## src/rtl/rr_arbiter_8_if.sv

```systemverilog
//------------------------------------------------------------------------------
// Module  : rr_arbiter_8_if
// Brief   : Request/grant bundle between requesters and the 8-way arbiter.
// Revision: 1.0 - initial release
//------------------------------------------------------------------------------
`default_nettype none

interface rr_arbiter_8_if;
  logic [7:0] req_in;
  logic       done_in;
  logic [7:0] grant_out;
  logic [2:0] grant_idx_out;
  logic       grant_valid_out;
  logic       timeout_out;

  modport master (
    output req_in,
    output done_in,
    input  grant_out,
    input  grant_idx_out,
    input  grant_valid_out,
    input  timeout_out
  );

  modport slave (
    input  req_in,
    input  done_in,
    output grant_out,
    output grant_idx_out,
    output grant_valid_out,
    output timeout_out
  );
endinterface

`default_nettype wire

```

## src/rtl/rr_arbiter_8.sv

```systemverilog
//------------------------------------------------------------------------------
// Module  : rr_arbiter_8
// Brief   : Eight-way round-robin arbiter with done/drop/hold-limit release.
// Revision: 1.0 - initial release
//------------------------------------------------------------------------------
`default_nettype none

module rr_arbiter_8 #(
  parameter int MAX_HOLD = 16,
  parameter int CNT_W    = 8
) (
  input  wire logic      clk,
  input  wire logic      rst,
  rr_arbiter_8_if.slave  bus
);

  typedef enum logic [0:0] {
    ST_IDLE = 1'b0,
    ST_BUSY = 1'b1
  } state_t;

  localparam logic [CNT_W-1:0] c_cnt_last = CNT_W'(MAX_HOLD - 1);
  localparam logic [CNT_W-1:0] c_cnt_one  = CNT_W'(1);

  state_t           r_state;
  logic [7:0]       r_grant;
  logic [2:0]       r_idx;
  logic             r_valid;
  logic             r_timeout;
  logic [2:0]       r_last_idx;
  logic [CNT_W-1:0] r_cnt;

  logic [2:0]       w_pick_idx;
  logic [2:0]       w_cand;
  logic             w_req_any;
  logic             w_done;
  logic             w_drop;
  logic             w_hold_max;
  logic             w_release;

  // Scan from the lowest priority (last_idx itself) up to the highest
  // (last_idx+1) so the last hit written is the winner.
  always_comb begin
    w_pick_idx = 3'd0;
    w_cand     = 3'd0;
    for (int i = 8; i >= 1; i--) begin
      w_cand = r_last_idx + i[2:0];
      if (bus.req_in[w_cand]) begin
        w_pick_idx = w_cand;
      end
    end
  end

  assign w_req_any  = |bus.req_in;
  assign w_done     = bus.done_in;
  assign w_drop     = ~bus.req_in[r_idx];
  assign w_hold_max = (r_cnt == c_cnt_last);
  assign w_release  = w_done | w_drop | w_hold_max;

  always_ff @(posedge clk or posedge rst) begin
    if (rst) begin
      r_state    <= ST_IDLE;
      r_grant    <= 8'h00;
      r_idx      <= 3'd0;
      r_valid    <= 1'b0;
      r_timeout  <= 1'b0;
      r_last_idx <= 3'd7;
      r_cnt      <= '0;
    end else begin
      r_timeout <= 1'b0;
      case (r_state)
        ST_IDLE: begin
          if (w_req_any) begin
            r_grant <= 8'd1 << w_pick_idx;
            r_idx   <= w_pick_idx;
            r_valid <= 1'b1;
            r_cnt   <= '0;
            r_state <= ST_BUSY;
          end
        end
        ST_BUSY: begin
          if (w_release) begin
            r_grant    <= 8'h00;
            r_idx      <= 3'd0;
            r_valid    <= 1'b0;
            r_last_idx <= r_idx;
            r_cnt      <= '0;
            r_state    <= ST_IDLE;
            // Only a pure hold-limit expiry is reported as a timeout.
            r_timeout  <= w_hold_max & ~w_done & ~w_drop;
          end else if (!w_hold_max) begin
            r_cnt <= r_cnt + c_cnt_one;
          end
        end
        default: begin
          r_state <= ST_IDLE;
        end
      endcase
    end
  end

  assign bus.grant_out       = r_grant;
  assign bus.grant_idx_out   = r_idx;
  assign bus.grant_valid_out = r_valid;
  assign bus.timeout_out     = r_timeout;

endmodule

`default_nettype wire

```

## src/flat_wrapper.sv

```systemverilog
// flat-port wrapper written by rule: the top's interface ports become plain ports
module rr_arbiter_8_flat 
#(
  parameter int MAX_HOLD = 16,
  parameter int CNT_W    = 8
)
  (clk, rst, bus_req_in, bus_done_in, bus_grant_out, bus_grant_idx_out, bus_grant_valid_out, bus_timeout_out);
  rr_arbiter_8_if bus_i ();
  input  wire logic clk;
  input  wire logic rst;
  input wire logic [$bits(bus_i.req_in)-1:0] bus_req_in;
  input wire logic [$bits(bus_i.done_in)-1:0] bus_done_in;
  output wire logic [$bits(bus_i.grant_out)-1:0] bus_grant_out;
  output wire logic [$bits(bus_i.grant_idx_out)-1:0] bus_grant_idx_out;
  output wire logic [$bits(bus_i.grant_valid_out)-1:0] bus_grant_valid_out;
  output wire logic [$bits(bus_i.timeout_out)-1:0] bus_timeout_out;
  assign bus_i.req_in = bus_req_in;
  assign bus_i.done_in = bus_done_in;
  assign bus_grant_out = bus_i.grant_out;
  assign bus_grant_idx_out = bus_i.grant_idx_out;
  assign bus_grant_valid_out = bus_i.grant_valid_out;
  assign bus_timeout_out = bus_i.timeout_out;
  rr_arbiter_8 #(.MAX_HOLD(MAX_HOLD), .CNT_W(CNT_W)) u_core (.clk(clk), .rst(rst), .bus(bus_i));
endmodule
```

## config.mk

```make
export PLATFORM = sky130hd
export DESIGN_NAME = rr_arbiter_8_flat
export DESIGN_NICKNAME = d
export VERILOG_FILES = /design/src/rtl/rr_arbiter_8_if.sv /design/src/rtl/rr_arbiter_8.sv /design/src/flat_wrapper.sv
export SDC_FILE = /design/constraint.sdc
export NUM_CORES = 1
export LEC_CHECK = 0
export ABC_CLOCK_PERIOD_IN_PS = 6800
export CORE_ASPECT_RATIO = 1.4
export CORE_UTILIZATION = 63
export CTS_BUF_LIST = sky130_fd_sc_hd__clkbuf_4 sky130_fd_sc_hd__clkbuf_8
export DETAILED_ROUTE_END_ITERATION = 8
export MAX_ROUTING_LAYER = met4
export PLACE_DENSITY = 0.88
export SLEW_MARGIN = 20
export SYNTH_ARGS = -nofsm -noshare
export SYNTH_HDL_FRONTEND = slang
export SYNTH_SLANG_ARGS = --single-unit
```

## constraint.sdc

```tcl
create_clock -name clk -period 6.8 [get_ports clk]
set_input_delay 1.7 -clock clk [delete_from_list [all_inputs] [get_ports clk]]
set_output_delay 1.7 -clock clk [all_outputs]
set_load 0.01 [all_outputs]
```

# ---- Word level (Yosys, flattened, before mapping)
# Index checks and enable logic that the tools add are counted.
dict set report word_totals {
  reg_bits 25
  word_cells 84
  in_bits 11
}
dict set report classes {
  bitwise 7
  n_eq_ne 4
  n_lt_le_gt_ge 9
  reduce_logical 4
  n_mux 44
  shift 1
  add_sub_neg 8
}
# cell count
set op_table {}
lappend op_table {{$mux W8} 5}
lappend op_table {{$lt A3 B4 Y1 const B} 9}
lappend op_table {{$pmux W8 S2} 2}
lappend op_table {{$mux W3} 10}
lappend op_table {{$bmux W1 S3} 9}
lappend op_table {{$mux W1} 15}
lappend op_table {{$add A3 B3 Y3 const B} 4}
lappend op_table {{$add A8 B1 Y8 const B} 1}
lappend op_table {{$eq A8 B4 Y1 const B} 1}
lappend op_table {{$reduce_or A8 Y1} 1}
lappend op_table {{$shl A1 B3 Y8 const A} 1}
lappend op_table {{$add A3 B2 Y3 const B} 2}
lappend op_table {{$pmux W3 S2} 1}
lappend op_table {{$reduce_and A2 Y1} 3}
lappend op_table {{$pmux W1 S2} 2}
lappend op_table {{$add A3 B1 Y3 const B} 1}
lappend op_table {{$ne A3 B3 Y1 const B} 1}
lappend op_table {{$not A1 Y1} 3}
lappend op_table {{$and A1 B1 Y1} 2}
lappend op_table {{$ne A2 B1 Y1 const B} 1}
lappend op_table {{$ne A2 B2 Y1 const B} 1}
lappend op_table {{$or A1 B1 Y1} 2}

# ---- Logic depth before layout (Yosys ltp)
# Gate-level depths: netlist of run 1.
dict set report logic_depth {
  word_depth 13
  mapped_depth 12
}

# ---- Worst setup path after synthesis of run 1
# OpenSTA, ideal clock, no wires.
dict set report synth_path {
  path_kind {input -> register}
  start {input bus_req_in[7]}
  end {register u_core.r_grant[4], in the netlist u_core.bus.grant_out[4]}
  stages 7
  path_buffers 0
  path_slack_ps 3146
  setup_ps 122
  required_time_ps 6678
  t_arrival_ps 3533
  cell_sequence {mux4_1 > and2_1 > a2111oi_4 > o221a_4 > o41ai_4 > and2_1 > a32o_1}
}
dict set report synth_between {
  elab_chain_cells 13
  elab_cells_between_ends 36
  classes_between {eq/ne (2); shift (1); mux (28); bitwise (3); reduce/logical (2)}
}
# item line
set synth_rtl {}
lappend synth_rtl {{from (decl)} flat_wrapper.sv:11} ;# input wire logic [$bits(bus_i.req_in)-1:0] bus_req_in;
lappend synth_rtl {{$bmux W1 S3} rr_arbiter_8.sv:48} ;# if (bus.req_in[w_cand]) begin
lappend synth_rtl {{$mux W1 (not written as such)} rr_arbiter_8.sv:48}
lappend synth_rtl {{$mux W3 (8 in series)} rr_arbiter_8.sv:48}
lappend synth_rtl {{$shl A1 B3 Y8} rr_arbiter_8.sv:74} ;# r_grant <= 8'd1 << w_pick_idx;
lappend synth_rtl {{$mux W8} rr_arbiter_8.sv:73} ;# if (w_req_any) begin
lappend synth_rtl {{$pmux W8 S2} rr_arbiter_8.sv:71} ;# case (r_state)
lappend synth_rtl {{to (signal assigned)} rr_arbiter_8.sv:74}
lappend synth_rtl {{to (decl)} rr_arbiter_8.sv:26} ;# logic [7:0] r_grant;
# Parallel ways exist; a longest one is shown, timed or not. The select of a mux whose other input is x is not followed.
# A chain may end at the register's enable or synchronous reset.

# ---- Worst setup path after layout of run 1
dict set report layout_path {
  start {input bus_req_in[5]}
  end {register u_core.r_grant[2], in the netlist u_core.bus.grant_out[2]}
}
# Same word-level chain as after synthesis.

==> results.cfg, run 1 <==
[outcome]
outcome = finished clean

[clock_tree]
tritoncts = yes
post_cts_resize_count = 0
cts.clk_slew.worst_paths_ps = 80
insertion_delay_ps = 270
ctsLongestPathBuffers = 2
clk_root_buffer_cell = clkbuf_8
cts_setup_buffers = 0
clock-sinks = 25
hold_buffers = 0
h-tree-depth = 1
cts_buffers = 3

[grt]
grt.met2_usage = 0.5117
grt-busiest-layer = met2
antenna_found_initial = 0
grt_pass1_vias = 1786
grt_start_max_net_pins = 26
met3_usage = 0.01720
grt_overflow = 0
track_usage = 0.3139
grt_pass1_wl_um = 8266
grtUsageMet1 = 0.3889

[synthesis]
ys.flop_type = dfrtp_1
ys_seq_area_frac = 0.2961
synth_fp_nets = 221
synth_edf_count = 0
netlist_area_um2 = 2126
netlist_instances = 207
ys_warn_count = 0
synth_area_per_cell_um2 = 10.27
postSynthRegisterBits = 25
synthArstFlopShare = 1.000
synth_cell_types = 56

[drt]
wl_per_cell_um = 19.13
route.detailed.drc = 0
wl_um = 5030
ant_nets = 0
routed-via-count = 1823
vias_per_cell = 6.932
initialDrtViolationCount = 106
dr.pass1.iters = 4

[critical_path]
rr_worst_depth = 8
max_stage_delay_ps = 640
cp.depth = 8
critPathMaxFanout = 10
cp.required_ps = 6960
cpMaxStageDelayCell = mux4_2
crit_chain = clkdlybuf4s50_1 -> mux4_2 -> a21boi_1 -> a22o_1 -> a211oi_2 -> o311ai_2 -> a221oi_4 -> o41ai_1
arrival_ps = 4420
critPathLaunchType = input port
cp-end-kind = flop
cp_top_family = compound AO/OA/AOI/OAI gates
path_buf_inv = 1
crit_type = in -> reg

[run]
max_cap_violations = 0

[finish]
syn2layout_area_growth_pct = 12.60
finalNetCount = 239
n_fill_cell = 224
multi_input_area_um2 = 1401
fin_area_um2 = 2394
drive_gt1_frac = 0.1964
diodes = 0
stdcell_count = 263
ff_latch_area_um2 = 629.4

[placement]
dp.cells = 259
placed_area_um2 = 2347
port_buffers = 23
hpwl_um = 3758
globalplace.congestion = 0.9744

[sta]
finalSetupViolations = 0
fmax_mhz = 235.0
finClkSkew_ps = 2.984
hold_viol = 0
rsz0062_at_grt = false
maxSlewHeadroom = 0.3923
report.final.slew_viol_count = 0
period_needed_ps = 4255
tightest_slew_ps = 910.6
tns_ps = 0
finalCritPeriodShare = 0.6257

[power]
p_leak_uw = 0.0009362
pwr_density_cell_nw_per_um2 = 474.9
ir_drop_mv = 0.4075

[die]
core_area_um2 = 3153
io_pins = 24
rows = 24
die-area_um2 = 3614
start_util = 0.6742
die_h_um = 70.73
die_x_um = 51.10

[hold_path]
hp-class = reg -> reg
worstHoldPathCells = 2
==> flip-flops by register name, summed over array words and instances, names as in the netlist <==
register,cells
u_core.r_last_idx,3
u_core.bus.timeout_out,1
u_core.r_cnt,8
u_core.bus.grant_valid_out,1
u_core.bus.grant_out,8
u_core.r_state,1
u_core.bus.grant_idx_out,3
==> report_power, final <==
group          internal, uW  switching, uW
Sequential              192           70.2
Clock                  41.0           46.1
Combinational           365            423
==> worst register-to-register path: cells and delay by family (launching register included) <==
kind                       cells  cell delay [ps]
AOI/OAI and AO/OA              1              330
muxes                          2             1140
and+or+nand+nor                2              560
buffers and inverters          2              300
DFF                            1              830
adders and majority gates      1              660
==> path summary, 6_finish.rpt <==
check	startpoint	endpoint	slack [ps]
setup / recovery	bus_req_in[5]	u_core.bus.grant_out[2]	2550
hold / removal	u_core.bus.grant_valid_out	u_core.bus.grant_valid_out	500
setup reg to reg	u_core.r_last_idx[0]	u_core.bus.grant_out[2]	2870
hold reg to reg	u_core.bus.grant_valid_out	u_core.bus.grant_valid_out	500
max in group asynchronous	rst	u_core.r_cnt[3]	4320
min in group asynchronous	rst	u_core.bus.grant_idx_out[0]	1920
==> layout by cell type (no fill, tap or decap), types with 2 or more instances in the layout <==
cell / synthesis / routed
o41ai_1: 2 / 2
nor2_1: 14 / 14
clkbuf_8: 0 / 3
and2_1: 4 / 4
nor3_1: 3 / 3
nand2_1: 23 / 23
o21ai_1: 1 / 2
mux2i_1: 6 / 6
dfrtp_1: 22 / 22
o32ai_1: 2 / 2
nor4_1: 3 / 3
mux4_2: 13 / 13
inv_1: 10 / 10
and3_1: 3 / 3
dfstp_2: 3 / 3
a21oi_1: 10 / 10
nand2b_1: 6 / 6
nand3_1: 3 / 3
o21ai_0: 17 / 16
mux2_2: 10 / 10
a32o_1: 4 / 4
clkdlybuf4s50_1: 0 / 23
ha_1: 3 / 3
xor2_1: 3 / 3
o31ai_1: 2 / 2
==> Yosys cell counts, drive strengths merged (5+ instances only) <==
master  count  area (um2)
nand2      24       92.59
dfrtp      22       550.5
o21ai      18       90.08
nor2       15       58.81
mux4       14       319.1
a21oi      10       50.05
inv        10       37.54
mux2       10       112.6
mux2i       7       82.58
buf         6       42.54
nand2b      6       37.54
and2        5       33.78
==> kinds of logic (layout without fill, tap and decap cells) <==
family                   count (synthesis)  in the layout  share of synthesized area
AO/OA/AOI/OAI                           55             55                     0.2148
AND/OR/NAND/NOR                         68             68                     0.1607
XOR/XNOR                                 5              5                    0.02414
multiplexers                            31             31                     0.2419
flip-flops                              25             25                     0.2961
adder cells (fa/ha/maj)                  3              3                    0.01766
buffers and inverters                   20             37                    0.04473
==> metal layers <==
layer | wire length (um) | up-vias
met5 | 0 | -
met4 | 216 | 0
li1 | - | 827
met2 | 2658 | 94
met3 | 246 | 20
met1 | 1909 | 882
==> cell type report <==
| class | instances | share of cell area |
|---|---|---|
| timing repair buffer | 23 | 0.09618 |
| multi-input combinational | 162 | 0.5855 |
| tap | 39 | 0.02039 |
| clock inverter | 1 | 0.002091 |
| sequential | 25 | 0.2629 |
| inverter | 10 | 0.01568 |
| clock buffer | 3 | 0.01725 |
==> stage by stage <==
stage / power, uW / setup WS, ps / hold WS, ps / utilization
after global placement: 1019 / 2410 / 465.1 / 0.7444
after global routing: 1214 / 2437 / 504.5 / 0.7591
after floorplan: 875.7 / 3146 / 467.3 / -
after detailed placement: 1047 / 2293 / 467.2 / 0.7444
after CTS: 1136 / 2555 / 491.3 / 0.7591
final: 1137 / 2545 / 497.6 / 0.7591
No activity file was read; power rests on OpenSTA's default activity.
==> inputs of run 2 (changes only) <==
- ABC_CLOCK_PERIOD_IN_PS: 6800 -> 3600
- CORE_UTILIZATION: 63 -> 53
- PLACE_DENSITY: 0.88 -> 0.79
- clock period: 6.8 -> 3.6 ns (I/O delays scaled with it)
==> results.cfg, run 2 (synthesis gave the netlist of run 1 again) <==
[outcome]
outcome = finished clean

[clock_tree]
clk_root_buffer_cell = clkbuf_8
insertion_delay_ps = 270
h-tree-depth = 1
hold_buffers = 0
clock-sinks = 25
tritoncts = yes
cts_setup_buffers = 0
ctsLongestPathBuffers = 2
post_cts_resize_count = 0
cts.clk_slew.worst_paths_ps = 80
cts_buffers = 3

[drt]
initialDrtViolationCount = 76
routed-via-count = 1844
wl_per_cell_um = 18.13
vias_per_cell = 6.448
wl_um = 5186
ant_nets = 0
route.detailed.drc = 0
dr.pass1.iters = 4

[power]
intPower_uw = 1320
p_sw_frac = 0.4465
pwr_density_cell_nw_per_um2 = 930.5
p_leak_uw = 0.001039
p_comb_frac = 0.743
p_seq_frac = 0.185
ir_drop_mv = 0.8562
total_power_uw = 2384
switching_power_uw = 1065
clkPwrFrac = 0.072

[finish]
n_fill_cell = 282
final_core_util = 0.6850
finalNetCount = 259
fin_area_um2 = 2562
drive_gt1_frac = 0.2623
syn2layout_area_growth_pct = 20.54
diodes = 0
final_cell_mix = 23 x nand2_1, 23 x clkdlybuf4s50_1, 22 x dfrtp_1

[sta]
hold_viol = 0
report.final.slew_viol_count = 0
period_needed_ps = 3369
rsz0062_at_grt = false
tightest_slew_ps = 951.1
finalSetupViolations = 0
fmax_mhz = 296.8
finClkSkew_ps = 4.383
finalCritPeriodShare = 0.9358
maxSlewHeadroom = 0.3652

[hold_path]
hp-class = reg -> reg
min-delay-start = u_core.bus.grant_out[2]

[die]
rows = 26
core_area_um2 = 3741
die_x_um = 55.53
start_util = 0.5682
die-area_um2 = 4272
die_h_um = 76.94
io_pins = 24

[critical_path]
timing.rr.start = u_core.r_last_idx[1]
cp_top_family = compound AO/OA/AOI/OAI gates
cp-end-kind = flop
arrival_ps = 3530
critPathMaxFanout = 8
cp.required_ps = 3760
critPathLaunchType = input port
cpMaxStageDelayCell = mux4_2
path_buf_inv = 1
cp_common_cell = a21oi_1
max_stage_delay_ps = 610
crit_start = bus_req_in[2]
crit_chain = clkdlybuf4s50_1 -> mux4_2 -> a21oi_1 -> a21oi_1 -> o221a_4 -> o41ai_4 -> nor2_1 -> a32o_1
crit_type = in -> reg

[placement]
hpwl_um = 3839
placed_area_um2 = 2514
globalplace.congestion = 0.9059
port_buffers = 23

[grt]
grt_start_max_net_pins = 26
antenna_found_initial = 0
grt_overflow = 0
grt_pass1_vias = 1796
grt_pass1_wl_um = 8583
track_usage = 0.2580

[run]
max_cap_violations = 0
-- run 2: final timing paths --
kind                                                to  slack (ps)  depth (start not counted)
setup / recovery               u_core.bus.grant_out[0]         230                          8
hold / removal                 u_core.bus.grant_out[2]         490                          2
setup reg to reg               u_core.bus.grant_out[0]         250                          9
hold reg to reg                u_core.bus.grant_out[2]         490                          2
max in group asynchronous      u_core.bus.grant_out[7]        1880                          2
min in group asynchronous  u_core.bus.grant_idx_out[0]        1140                          2
-- run 2: power groups by stage --
| stage | logic, uW | clock network (uW) | registers [uW] |
|---|---|---|---|
| 3_3_place_gp | 1720 | 0 | 442 |
| 2_1_floorplan | 1220 | 0 | 432 |
| 3_5_place_dp | 1750 | 0 | 444 |
| 4_1_cts | 1770 | 174 | 441 |
| 6_report | 1770 | 171 | 441 |
| 5_1_grt | 1890 | 185 | 453 |
-- run 2: stage by stage --
stage / hold WS [ps] / setup WS, ps / instances / setup TNS, ps
after floorplan: 467.3 / 42.80 / 207 / 0
after global placement: 463.2 / 33.39 / 282 / 0
after detailed placement: 467.8 / -20.41 / 282 / -39.13
after CTS: 489.9 / 246.6 / 286 / 0
after global routing: 509.9 / 98.11 / 286 / 0
final: 490.2 / 231.0 / 286 / 0
-- run 2: routing by layer --
layer  GRT usage  share of wire  up-vias  wire length (um)
li1            -              -      863                 -
met1      0.3002           0.41      911              2107
met2      0.4458           0.53       55              2739
met3     0.01518          0.031       15               161
met4      0.1325          0.034        0               178
met5           -              0        -                 0
-- run 2: final cells by class --
cell class	count	area (um2)	share of cell area
clock buffers	4	48.80	0.01904
inverters	10	37.54	0.01465
flip-flops and latches	25	629.4	0.2456
repair buffers	43	392.9	0.1533
well taps	42	52.55	0.02051
multi-input cells	162	1401	0.5469
-- run 2: worst reg2reg max path, cell delays in order, from the launching register on --
cell and delay, ps:
dfstp_2 530, inv_1 100, ha_1 520, mux4_2 640, a21oi_1 170, a21oi_1 100
o221a_4 300, o41ai_4 460, nor2_1 140, a32o_1 280
==> inputs of run 3 (changes only) <==
- CELL_PAD_IN_SITES_DETAIL_PLACEMENT: default -> 1
- CELL_PAD_IN_SITES_GLOBAL_PLACEMENT: default -> 2
- CORE_UTILIZATION: 53 -> 34
- PLACE_DENSITY: 0.79 -> default
- PLACE_DENSITY_LB_ADDON: default -> 0.1
==> results.cfg, run 3 (synthesis gave the netlist of run 1 again) <==
[finish]
fin_area_um2 = 2648
finalNetCount = 264
n_fill_cell = 672
drive_gt1_frac = 0.2771
stdcell_count = 319
final_cell_mix = 24 x buf_4, 23 x nand2_1, 23 x clkdlybuf4s50_1
multi_input_area_um2 = 1414
diodes = 0
ff_latch_area_um2 = 629.4
layout_commonest_cell = buf_4
syn2layout_area_growth_pct = 24.54

[grt]
grt_pass1_vias = 1977
grt_pass1_wl_um = 9894
grt_overflow = 0
grt_start_max_net_pins = 26
track_usage = 0.2115
antenna_found_initial = 0

[sta]
fmax_mhz = 289.3
rsz0062_at_grt = false
report.final.slew_viol_count = 0
finalSetupViolations = 0
finClkSkew_ps = 3.774
fin_ws_ps = 143.6
finalCritPeriodShare = 0.9601
hold_viol = 0
maxSlewHeadroom = 0.3568
tightest_slew_ps = 963.8
period_needed_ps = 3456

[placement]
hpwl_um = 4870
dp.cells = 315
globalplace.congestion = 0.9893
port_buffers = 23
placed_area_um2 = 2586
pre_cts_slack_ps = -117.1

[die]
core_area_um2 = 5946
start_util = 0.3575
io_pins = 24
rows = 33
die_h_um = 95.56
die-area_um2 = 6577
die_x_um = 68.83

[clock_tree]
cts_buffers = 3
cts.clk_slew.worst_paths_ps = 80
clock-sinks = 25
insertion_delay_ps = 260
hold_buffers = 0
tritoncts = yes
clk_root_buffer_cell = clkbuf_8
ctsLongestPathBuffers = 2
h-tree-depth = 1

[outcome]
outcome = finished clean

[critical_path]
cp.required_ps = 3760
critPathLaunchType = input port
cp_common_cell = a21oi_1
crit_type = in -> reg
arrival_ps = 3610
cp-end-kind = flop
critPathMaxFanout = 8
cpMaxStageDelayCell = clkdlybuf4s50_1
max_stage_delay_ps = 590
path_buf_inv = 2
crit_chain = clkdlybuf4s50_1 -> mux4_2 -> buf_4 -> a21oi_1 -> a21oi_1 -> o221a_4 -> o41ai_4 -> nor2_1 -> a32o_1
cp_top_family = compound AO/OA/AOI/OAI gates

[drt]
dr.pass1.iters = 4
ant_nets = 0
wl_per_cell_um = 19.59
route.detailed.drc = 0
routed-via-count = 1845
vias_per_cell = 5.784
wl_um = 6248
initialDrtViolationCount = 81

[power]
ir_drop_mv = 0.3891
pwr_density_cell_nw_per_um2 = 944.8
p_leak_uw = 0.001065
total_power_uw = 2501

[hold_path]
hp-class = reg -> reg

[run]
max_cap_violations = 0
-- run 3: layer usage --
metal  share of wire  global-route usage  wire (um)
met5               0                   -          0
met4           0.023             0.07483        145
met3           0.024             0.01794        149
met2            0.54              0.3881       3396
met1            0.41              0.2311       2555
-- run 3: metrics by stage --
| step | setup TNS [ps] | utilization | hold slack, ps |
|---|---|---|---|
| after floorplan | 0 | - | 467.3 |
| after global placement | -276.3 | 0.4350 | 469.1 |
| after detailed placement | -654.2 | 0.4350 | 468.1 |
| after CTS | 0 | 0.4432 | 493.0 |
| after global routing | 0 | 0.4453 | 509.0 |
| final | 0 | 0.4453 | 489.4 |
-- run 3: cell type report --
cell class | instances | share of cell area
Clock buffer | 4 | 0.01843
Inverter | 10 | 0.01418
Multi-Input combinational cell | 162 | 0.5340
Sequential cell | 25 | 0.2377
Tap cell | 70 | 0.03308
Timing Repair Buffer | 48 | 0.1626
-- run 3: worst min-delay path: stages (launching register included) --
cell and delay (ps):
dfrtp_1 350, nand2_1 50, o31ai_1 50
-- run 3: timing repair --
item                       CTS  global route
resized for setup            0             1
setup endpoints to repair    0             1
buffers inserted             0             0
-- run 3: power by group --
part	total [uW]	internal (uW)	switching (uW)
Clock	171	86.6	84.1
Sequential	441	361	80.6
Combinational	1890	916	974
Total	2500	1360	1140
-- run 3: worst paths after layout --
check                                              from                           to  slack (ps)  cells past startpoint
worst max-delay path                      bus_req_in[3]      u_core.bus.grant_out[0]         140                      9
worst min-delay path            u_core.bus.grant_out[7]      u_core.bus.grant_out[7]         490                      2
worst max register to register     u_core.r_last_idx[1]      u_core.bus.grant_out[0]         200                      9
worst min register to register  u_core.bus.grant_out[7]      u_core.bus.grant_out[7]         490                      2
max in group asynchronous                           rst  u_core.bus.grant_idx_out[1]        1870                      2
min in group asynchronous                           rst               u_core.r_state        1150                      2
